### src/rtl/dct_frame_loader.sv
// -----------------------------------------------------------------------------
// dct_frame_loader
//
// Front end of the 64-point DCT even/odd engines. Collects 24-bit samples from
// a serial valid/ready stream into frames of eight and presents each complete
// frame as parallel words a0..a7. It also drives the shared 4-bit cnt_clk
// sequence that the downstream stages use to time their pipeline steps.
//
// Sample storage is double-buffered. A fill buffer collects the next frame
// while a0..a7 hold the frame that is currently running.
//
// Ports
//   clk        in   1   rising-edge clock
//   rst_n      in   1   asynchronous active-low reset
//   in_data    in   24  sample (two's complement, stored verbatim)
//   in_valid   in   1   in_data carries a sample
//   in_ready   out  1   loader will take a sample this cycle
//   a0..a7     out  24  held frame; a0 is the first sample of the frame
//   cnt_clk    out  4   run sequence count (CNT_IDLE when no frame runs)
//   busy       out  1   cnt_clk != CNT_IDLE
//   frame_done out  1   one-cycle pulse after the last cycle of a run
//   frame_cnt  out  16  loads since reset, wrapping
//                       (present only with DCT_LOADER_FRAME_CNT_EN defined)
//
// Handshake: a sample transfers on a rising edge where in_valid && in_ready.
// in_ready does not depend on in_valid. Once the producer raises in_valid, it
// holds in_data and in_valid until that transfer edge.
//
// The state machine is encoded in cnt_clk. While cnt_clk == CNT_IDLE the
// block is IDLE. Values 0..CNT_LAST mean RUN. cnt_clk is the state
// observation point.
//
// Optional feature macro: DCT_LOADER_FRAME_CNT_EN
// -----------------------------------------------------------------------------
module dct_frame_loader #(
  parameter logic [3:0] CNT_LAST = 4'd13,
  parameter logic [3:0] CNT_IDLE = 4'hF
) (
  input  logic        clk,
  input  logic        rst_n,
  input  logic [23:0] in_data,
  input  logic        in_valid,
  output logic        in_ready,
  output logic [23:0] a0,
  output logic [23:0] a1,
  output logic [23:0] a2,
  output logic [23:0] a3,
  output logic [23:0] a4,
  output logic [23:0] a5,
  output logic [23:0] a6,
  output logic [23:0] a7,
  output logic [3:0]  cnt_clk,
  output logic        busy,
  output logic        frame_done
`ifdef DCT_LOADER_FRAME_CNT_EN
  ,
  output logic [15:0] frame_cnt
`endif
);

  logic [23:0] fill_q [8];
  logic [23:0] fill_d [8];
  logic [23:0] a_q    [8];
  logic [23:0] a_d    [8];
  logic [2:0]  wr_idx_q, wr_idx_d;
  logic        full_q, full_d;
  logic        in_ready_q, in_ready_d;
  logic [3:0]  cnt_q, cnt_d;
  logic        busy_q, busy_d;
  logic        frame_done_q, frame_done_d;
`ifdef DCT_LOADER_FRAME_CNT_EN
  logic [15:0] frame_cnt_q, frame_cnt_d;
`endif

  logic accept;
  logic last_accept;
  logic frame_avail;
  logic at_end;
  logic is_idle;
  logic load;

  always_comb begin
    accept      = in_valid && in_ready_q;
    last_accept = accept && (wr_idx_q == 3'd7);
    // A frame is available when one is already parked in the fill buffer.
    // It is also available when this edge supplies the 8th sample.
    frame_avail = full_q || last_accept;
    at_end      = (cnt_q == CNT_LAST);
    is_idle     = (cnt_q == CNT_IDLE);
    load        = frame_avail && (is_idle || at_end);

    fill_d = fill_q;
    if (accept) begin
      fill_d[wr_idx_q] = in_data;
    end
    wr_idx_d = accept ? (wr_idx_q + 3'd1) : wr_idx_q;

    // A completed frame that cannot load yet parks here and stalls the input.
    full_d     = frame_avail && !load;
    in_ready_d = !full_d;

    // Load from fill_d so a coinciding 8th sample lands directly in a7.
    a_d = a_q;
    if (load) begin
      a_d = fill_d;
    end

    if (load) begin
      cnt_d = 4'd0;
    end else if (at_end) begin
      cnt_d = CNT_IDLE;
    end else if (!is_idle) begin
      cnt_d = cnt_q + 4'd1;
    end else begin
      cnt_d = cnt_q;
    end

    busy_d       = (cnt_d != CNT_IDLE);
    frame_done_d = at_end;

`ifdef DCT_LOADER_FRAME_CNT_EN
    frame_cnt_d = load ? (frame_cnt_q + 16'd1) : frame_cnt_q;
`endif
  end

  always_ff @(posedge clk or negedge rst_n) begin
    if (!rst_n) begin
      for (int i = 0; i < 8; i++) begin
        fill_q[i] <= '0;
        a_q[i]    <= '0;
      end
      wr_idx_q     <= '0;
      full_q       <= 1'b0;
      in_ready_q   <= 1'b0;
      cnt_q        <= CNT_IDLE;
      busy_q       <= 1'b0;
      frame_done_q <= 1'b0;
`ifdef DCT_LOADER_FRAME_CNT_EN
      frame_cnt_q  <= '0;
`endif
    end else begin
      fill_q       <= fill_d;
      a_q          <= a_d;
      wr_idx_q     <= wr_idx_d;
      full_q       <= full_d;
      in_ready_q   <= in_ready_d;
      cnt_q        <= cnt_d;
      busy_q       <= busy_d;
      frame_done_q <= frame_done_d;
`ifdef DCT_LOADER_FRAME_CNT_EN
      frame_cnt_q  <= frame_cnt_d;
`endif
    end
  end

  assign in_ready   = in_ready_q;
  assign a0         = a_q[0];
  assign a1         = a_q[1];
  assign a2         = a_q[2];
  assign a3         = a_q[3];
  assign a4         = a_q[4];
  assign a5         = a_q[5];
  assign a6         = a_q[6];
  assign a7         = a_q[7];
  assign cnt_clk    = cnt_q;
  assign busy       = busy_q;
  assign frame_done = frame_done_q;
`ifdef DCT_LOADER_FRAME_CNT_EN
  assign frame_cnt  = frame_cnt_q;
`endif

endmodule
### config.mk
export PLATFORM = sky130hd
export DESIGN_NAME = dct_frame_loader
export DESIGN_NICKNAME = d
export VERILOG_FILES = /design/src/rtl/dct_frame_loader.sv
export SDC_FILE = /design/constraint.sdc
export NUM_CORES = 1
export LEC_CHECK = 0
export BUFFER_PORTS_ARGS = -buffer_cell sky130_fd_sc_hd__buf_2
export CORE_UTILIZATION = 55
export DETAILED_ROUTE_END_ITERATION = 8
export HOLD_SLACK_MARGIN = 0.03
export PLACE_DENSITY = 0.84
export SLEW_MARGIN = 15
export SYNTH_ARGS = -nofsm -noshare
export SYNTH_HDL_FRONTEND = slang
export SYNTH_SLANG_ARGS = --single-unit
### constraint.sdc
create_clock -name clk -period 6.08 [get_ports clk]
set_input_delay 0.304 -clock clk [delete_from_list [all_inputs] [get_ports clk]]
set_output_delay 0.304 -clock clk [all_outputs]
set_load 0.005 [all_outputs]
# ---- Word level (Yosys, flattened, before mapping)
# Index checks and enable logic that the tools add are counted.
dict set report classes {
  add_sub_neg 2
  n_mul 0
  div_mod_pow 0
  n_lt_le_gt_ge 2
  eq_ne 4
  shifts 0
  n_mux 7
  bitwise 1
  n_reduce_logical 9
}
# op n
set ops {}
lappend ops {{192-bit bitwise mux} 1}
lappend ops {{192-bit 2-to-1 mux} 1}
lappend ops {{24-bit demux with 3-bit select} 1}
lappend ops {{24-bit 2-to-1 mux} 1}
lappend ops {{4-bit 2-to-1 mux} 3}
lappend ops {{4-bit == test, second input constant} 2}
lappend ops {{1-bit logical AND} 5}
lappend ops {{4-bit by 1-bit adder with 4-bit output, second input constant} 1}
lappend ops {{4-bit greater-or-equal comparator, second input constant} 1}
lappend ops {{4-bit by 1-bit less-than comparator with 1-bit output, second input constant} 1}
lappend ops {{4-bit != test, second input constant} 1}
lappend ops {{3-bit NOT with 4-bit output} 1}
lappend ops {{3-bit by 1-bit adder with 3-bit output, second input constant} 1}
lappend ops {{3-bit == test, second input constant} 1}
lappend ops {{1-bit zero test} 2}
lappend ops {{1-bit logical OR} 2}
dict set report totals {
  reg_bits 395
  latchBits 0
  ram_bits 0
  rom_bits 0
  in_bits 27
  word_cells 47
  memories 0
}

# ---- Longest topological paths before layout
dict set report logic_depth {
  ltp_word 7
  ltp_mapped 8
  mapped_depth_nobuf 6
}

# ---- Worst setup path after synthesis
# Ideal clock, no wire load.
dict set report synth_path {
  path_type {flip-flop to flip-flop}
  from {register cnt_q[0] (netlist: cnt_clk[0])}
  to {register a_q, in the netlist a2[0]}
  setup_ps 125
  t_arrival_ps 2075
  required_ps 5955
  setup_slack_ps 3880
  stages_incl_launch_ff 8
  path_buffers 3
  synth_period_minus_slack_ps 2200
  path_cell_list {dfstp_2 > ha_1 > clkbuf_1 > o211ai_1 > nor2_1 > clkbuf_1 > buf_2 > mux2_2}
}
dict set report synth_via {
  elab_chain_len 3
  word_cells_on_any_way 4
  classes_between {eq/ne: 2; reduce/logical: 2}
}
# element line
set synth_rtl {}
lappend synth_rtl {{start, declared} 68} ;# logic [3:0] cnt_q, cnt_d;
lappend synth_rtl {{start signal, assigned} 147} ;# cnt_q <= cnt_d;
lappend synth_rtl {{4-bit == test, on equally long branches} {89, 88}}
lappend synth_rtl {{1-bit logical OR (*)} 90} ;# load = frame_avail && (is_idle || at_end);
lappend synth_rtl {{1-bit logical AND (*)} 90}
lappend synth_rtl {{end signal, assigned by index} 130} ;# a_q[i] <= '0;
lappend synth_rtl {{end signal, assigned} 143} ;# a_q <= a_d;
lappend synth_rtl {{end, declared} 63} ;# logic [23:0] a_q [8];
# Every way passes the cells marked *; elsewhere a longest branch is shown, timed or not.
# A chain may end at the register's enable or synchronous reset.

# ---- Final worst setup path
dict set report layout_path {
  from {register cnt_q[0] (netlist: cnt_clk[0])}
  to {register a_q, in the netlist a2[20]}
}
# Same word-level chain as after synthesis.

==> summary.md <==
| Metric | Value |
|---|---|
| Largest net degree at the start of global routing | 180 |
| CP Capture Type | flop |
| CP Cell Sequence | ha_1, o211ai_1, nor2_4, buf_4, mux2_2 |
| Initial Util | roughly 57% |
| Slowest Stage Delay on Critical Path | approximately 750 ps |
| VDD IR max | 0.3735 mV |
| Die width | 166.6 um |
| Crit path DAT | about 3500 ps |
| Fin crit share | 50.71% |
| Cell area after synthesis | approximately 15000 um^2 |
| Crit path launch type | flop |
| Final Max Tran Viols | 0 |
| Switch Pwr | 2805 uW |
| H-tree depth | 2 |
| Reg2reg setup slack | 3000 ps |
| Initial antenna violation count | 0 |
| Fmax | 324.3 MHz |
| Largest area contributor in the netlist | dfrtp_1 |
| Cts bufs inserted | 40 |
| Vert. Die Dim | 166.6 um |
| Boundary Pins | 226 |
| Syn_area_per_cell | around 17 um^2 |
| Final Util | 67.01% |
| Final net count | 1133 |
| Internal power | 7007 uW |
| Max transition margin | 32.29% |
| Required @ worst endpoint | 6470 ps |
| Top cells by count, synth | 391 x dfrtp_1, 342 x mux2_2, 40 x mux2_4, 33 x buf_2, 9 x nor2_1 |
| Clk_lat worst skew | 520 ps |
| Flop pwr share | 44.8% |
| Leakage power | 0.008502 uW |
| Synthesized Nets | 901 |
| Remaining antenna violation count | 0 |
| Yosys cell types | 30 |
| Share of post-route cells with drive strength above 1 | 60.97% |
| Hpwl dp | 18.84 mm |
| RePlAce Congestion | 0.7871 |
| GRT Total Usage | 22.72% |
| Synth warnings | 0 |
| Dominant cells by area after synthesis | dfrtp_1 66%, mux2_2 26%, mux2_4 4.0% |
| Clock share of power | a little under a quarter |
| Synth top area share | 65.66% |
| Core Region | approximately 26000 um^2 |
| RSZ-0062 raised after global routing | false |
| CTS resizes | 0 |
| Setup WS pre-CTS | 3057 ps |
| Hold Path Class | in2reg |
| Global route overflow | 0 |
| Row count | 59 |
| Run status | finished with violations |
| Async set-or-reset flop fraction in the synthesized netlist | 100.0% |
| CTS root buf | clkbuf_16 |
| Most used DFF post-synth | dfrtp_1 |
| Clock sink count | 395 |
| Total Wirelength | 30.55 mm |
| Synthesis-to-finish area growth | 18.18% |
| Final setup violation count | 0 |
| Number of fill cells | 1794 |
| Via count | 8024 |
| Final count of hold timing violations | 0 |
| Sw Ratio | 28.59% |
| TritonCTS clock tree | yes |
| EDFF count, synth | 0 |
| Cells after synthesis | 870 |
| Combinational share of power | 31.4% |
| Power density cells | 557.2 nW/um^2 |
| Slowest stage cell, crit path | buf_4 |
| Fin crit period | 3083 ps |
| Max Clock Skew | between 15 and 20 ps |
| Clock transition at path regs | 60 ps |
| First-pass GRT wire length | 49.19 mm |
| CP max FO | a little under 60 |
| R2R cell count | 5 |
| Worst slew pin tran | around 1000 ps |
| Count leader, synth | dfrtp_1 |
| Crit Path Category | reg2reg |
| Count of input and output buffers | about 230 |
| Routed WL per cell | between 20 and 25 um |
| Sequential-to-total area share from yosys stat | about 66% |
| Worst setup margin | 2997 ps |
| Maxcap violations | 0 |
| Hold path cells | 2 |
| Failing checks | DRC |
| Yosys reg bits | 395 |
| Clock Path Buffers | 3 |
| Die area | approximately 28000 um^2 |
| Antenna diode count | 0 |
| DR DRC count | 16 |
| Post-DR vias/cell | 5.477 |
| DRT Pass-1 Iters | 6 |
| TNS Setup | 0 ps |
| Iteration-0 DRC Markers | 478 |
| Vias in the first global route | 8642 |
power groups by stage:
stage	Combinational, uW	Sequential, uW	Clock [uW]
finish	3080	4400	2330
global route	3340	4540	2500
CTS	3120	4410	2380
detailed placement	3090	4430	0
global placement	2970	4350	0
floorplan	1910	4380	0
cells by family (layout without fill, tap and decap cells):
logic type | after synthesis | after routing | share of synthesized area [%]
compound gates | 11 | 11 | 0.4535
xor+xnor | 2 | 2 | 0.1176
fa+ha+maj | 4 | 4 | 0.3359
buf+inv | 44 | 304 | 1.587
flops | 395 | 395 | 66.37
mux | 387 | 387 | 30.25
simple gates | 27 | 27 | 0.8901
cell usage in the layout, fill, tap and decap left out, types with 2 or more instances in the layout:
cell | netlist | final
dfrtp_1 | 391 | 391
mux2_2 | 342 | 342
buf_2 | 33 | 224
clkbuf_16 | 0 | 41
mux2_4 | 40 | 40
clkinv_2 | 0 | 12
clkbuf_1 | 4 | 8
nor2_4 | 0 | 7
nand2_1 | 6 | 6
a21oi_1 | 5 | 5
mux2_1 | 4 | 4
ha_1 | 4 | 4
dfstp_2 | 4 | 4
nand3_1 | 3 | 3
inv_1 | 3 | 3
inv_6 | 0 | 3
clkbuf_8 | 0 | 3
buf_4 | 0 | 3
or3_2 | 0 | 2
nand2b_1 | 2 | 2
nor2_1 | 9 | 2
bufinv_16 | 0 | 2
buf_12 | 0 | 2
routing by layer:
| layer | global-route usage, % | vias to the layer above | routed length, um | share of wire (%) |
|---|---|---|---|---|
| met1 | 30.49 | 4209 | 13170 | 43 |
| met2 | 36.50 | 231 | 14550 | 48 |
| met5 | 0 | - | 0 | 0 |
| met3 | 5.656 | 60 | 1979 | 6.5 |
| met4 | 7.609 | 0 | 852 | 2.8 |
| li1 | - | 3524 | - | - |
flip-flops by register name, indices dropped and copies added (netlist names), 3 cells and up:
signal and flops:
a6 24, a1 24, fill_q 192, a4 24
wr_idx_q 3, a7 24, a3 24, a2 24
cnt_clk 4, a0 24, a5 24
worst max-delay path: cells and delay by family, from the launching register on:
kind,cells,cell delay [ps]
multiplexers,1,420
AND/OR/NAND/NOR,1,600
adder cells (fa/ha/maj),1,330
flip-flops,1,590
AO/OA/AOI/OAI,1,210
buffers and inverters,1,750
through the flow:
step	total power (uW)	instances	hold WS (ps)	cell area, um^2
2_1_floorplan	6296	870	8.409	14900
3_5_place_dp	7522	1394	311.8	16350
6_report	9813	1465	175.4	17610
5_1_grt	10390	1465	174.1	17610
3_3_place_gp	7323	1394	307.4	16350
4_1_cts	9901	1465	157.3	17610
area by class of cell:
type	instances	area, um^2	area share, %
multi-input combinational	431	4830	27.43
clock inverter	18	153.9	0.8740
timing repair buffer	231	1209	6.864
tap	335	419.2	2.380
clock buffer	52	1097	6.231
inverter	3	11.26	0.06395
sequential	395	9889	56.16
repair_timing:
action	in CTS	in global routing
hold buffers	1	0
buffers inserted	0	0
endpoints found under the hold margin	74	0
final timing paths:
kind | from | endpoint
worst max-delay path | cnt_clk[0] | a2[20]
worst min-delay path | in_data[1] | fill_q[169]
worst max register to register | cnt_clk[0] | a2[20]
worst min register to register | fill_q[186] | fill_q[186]
max in group asynchronous | rst_n | a0[5]
min in group asynchronous | rst_n | a7[19]
No activity file was read; power rests on OpenSTA's default activity.
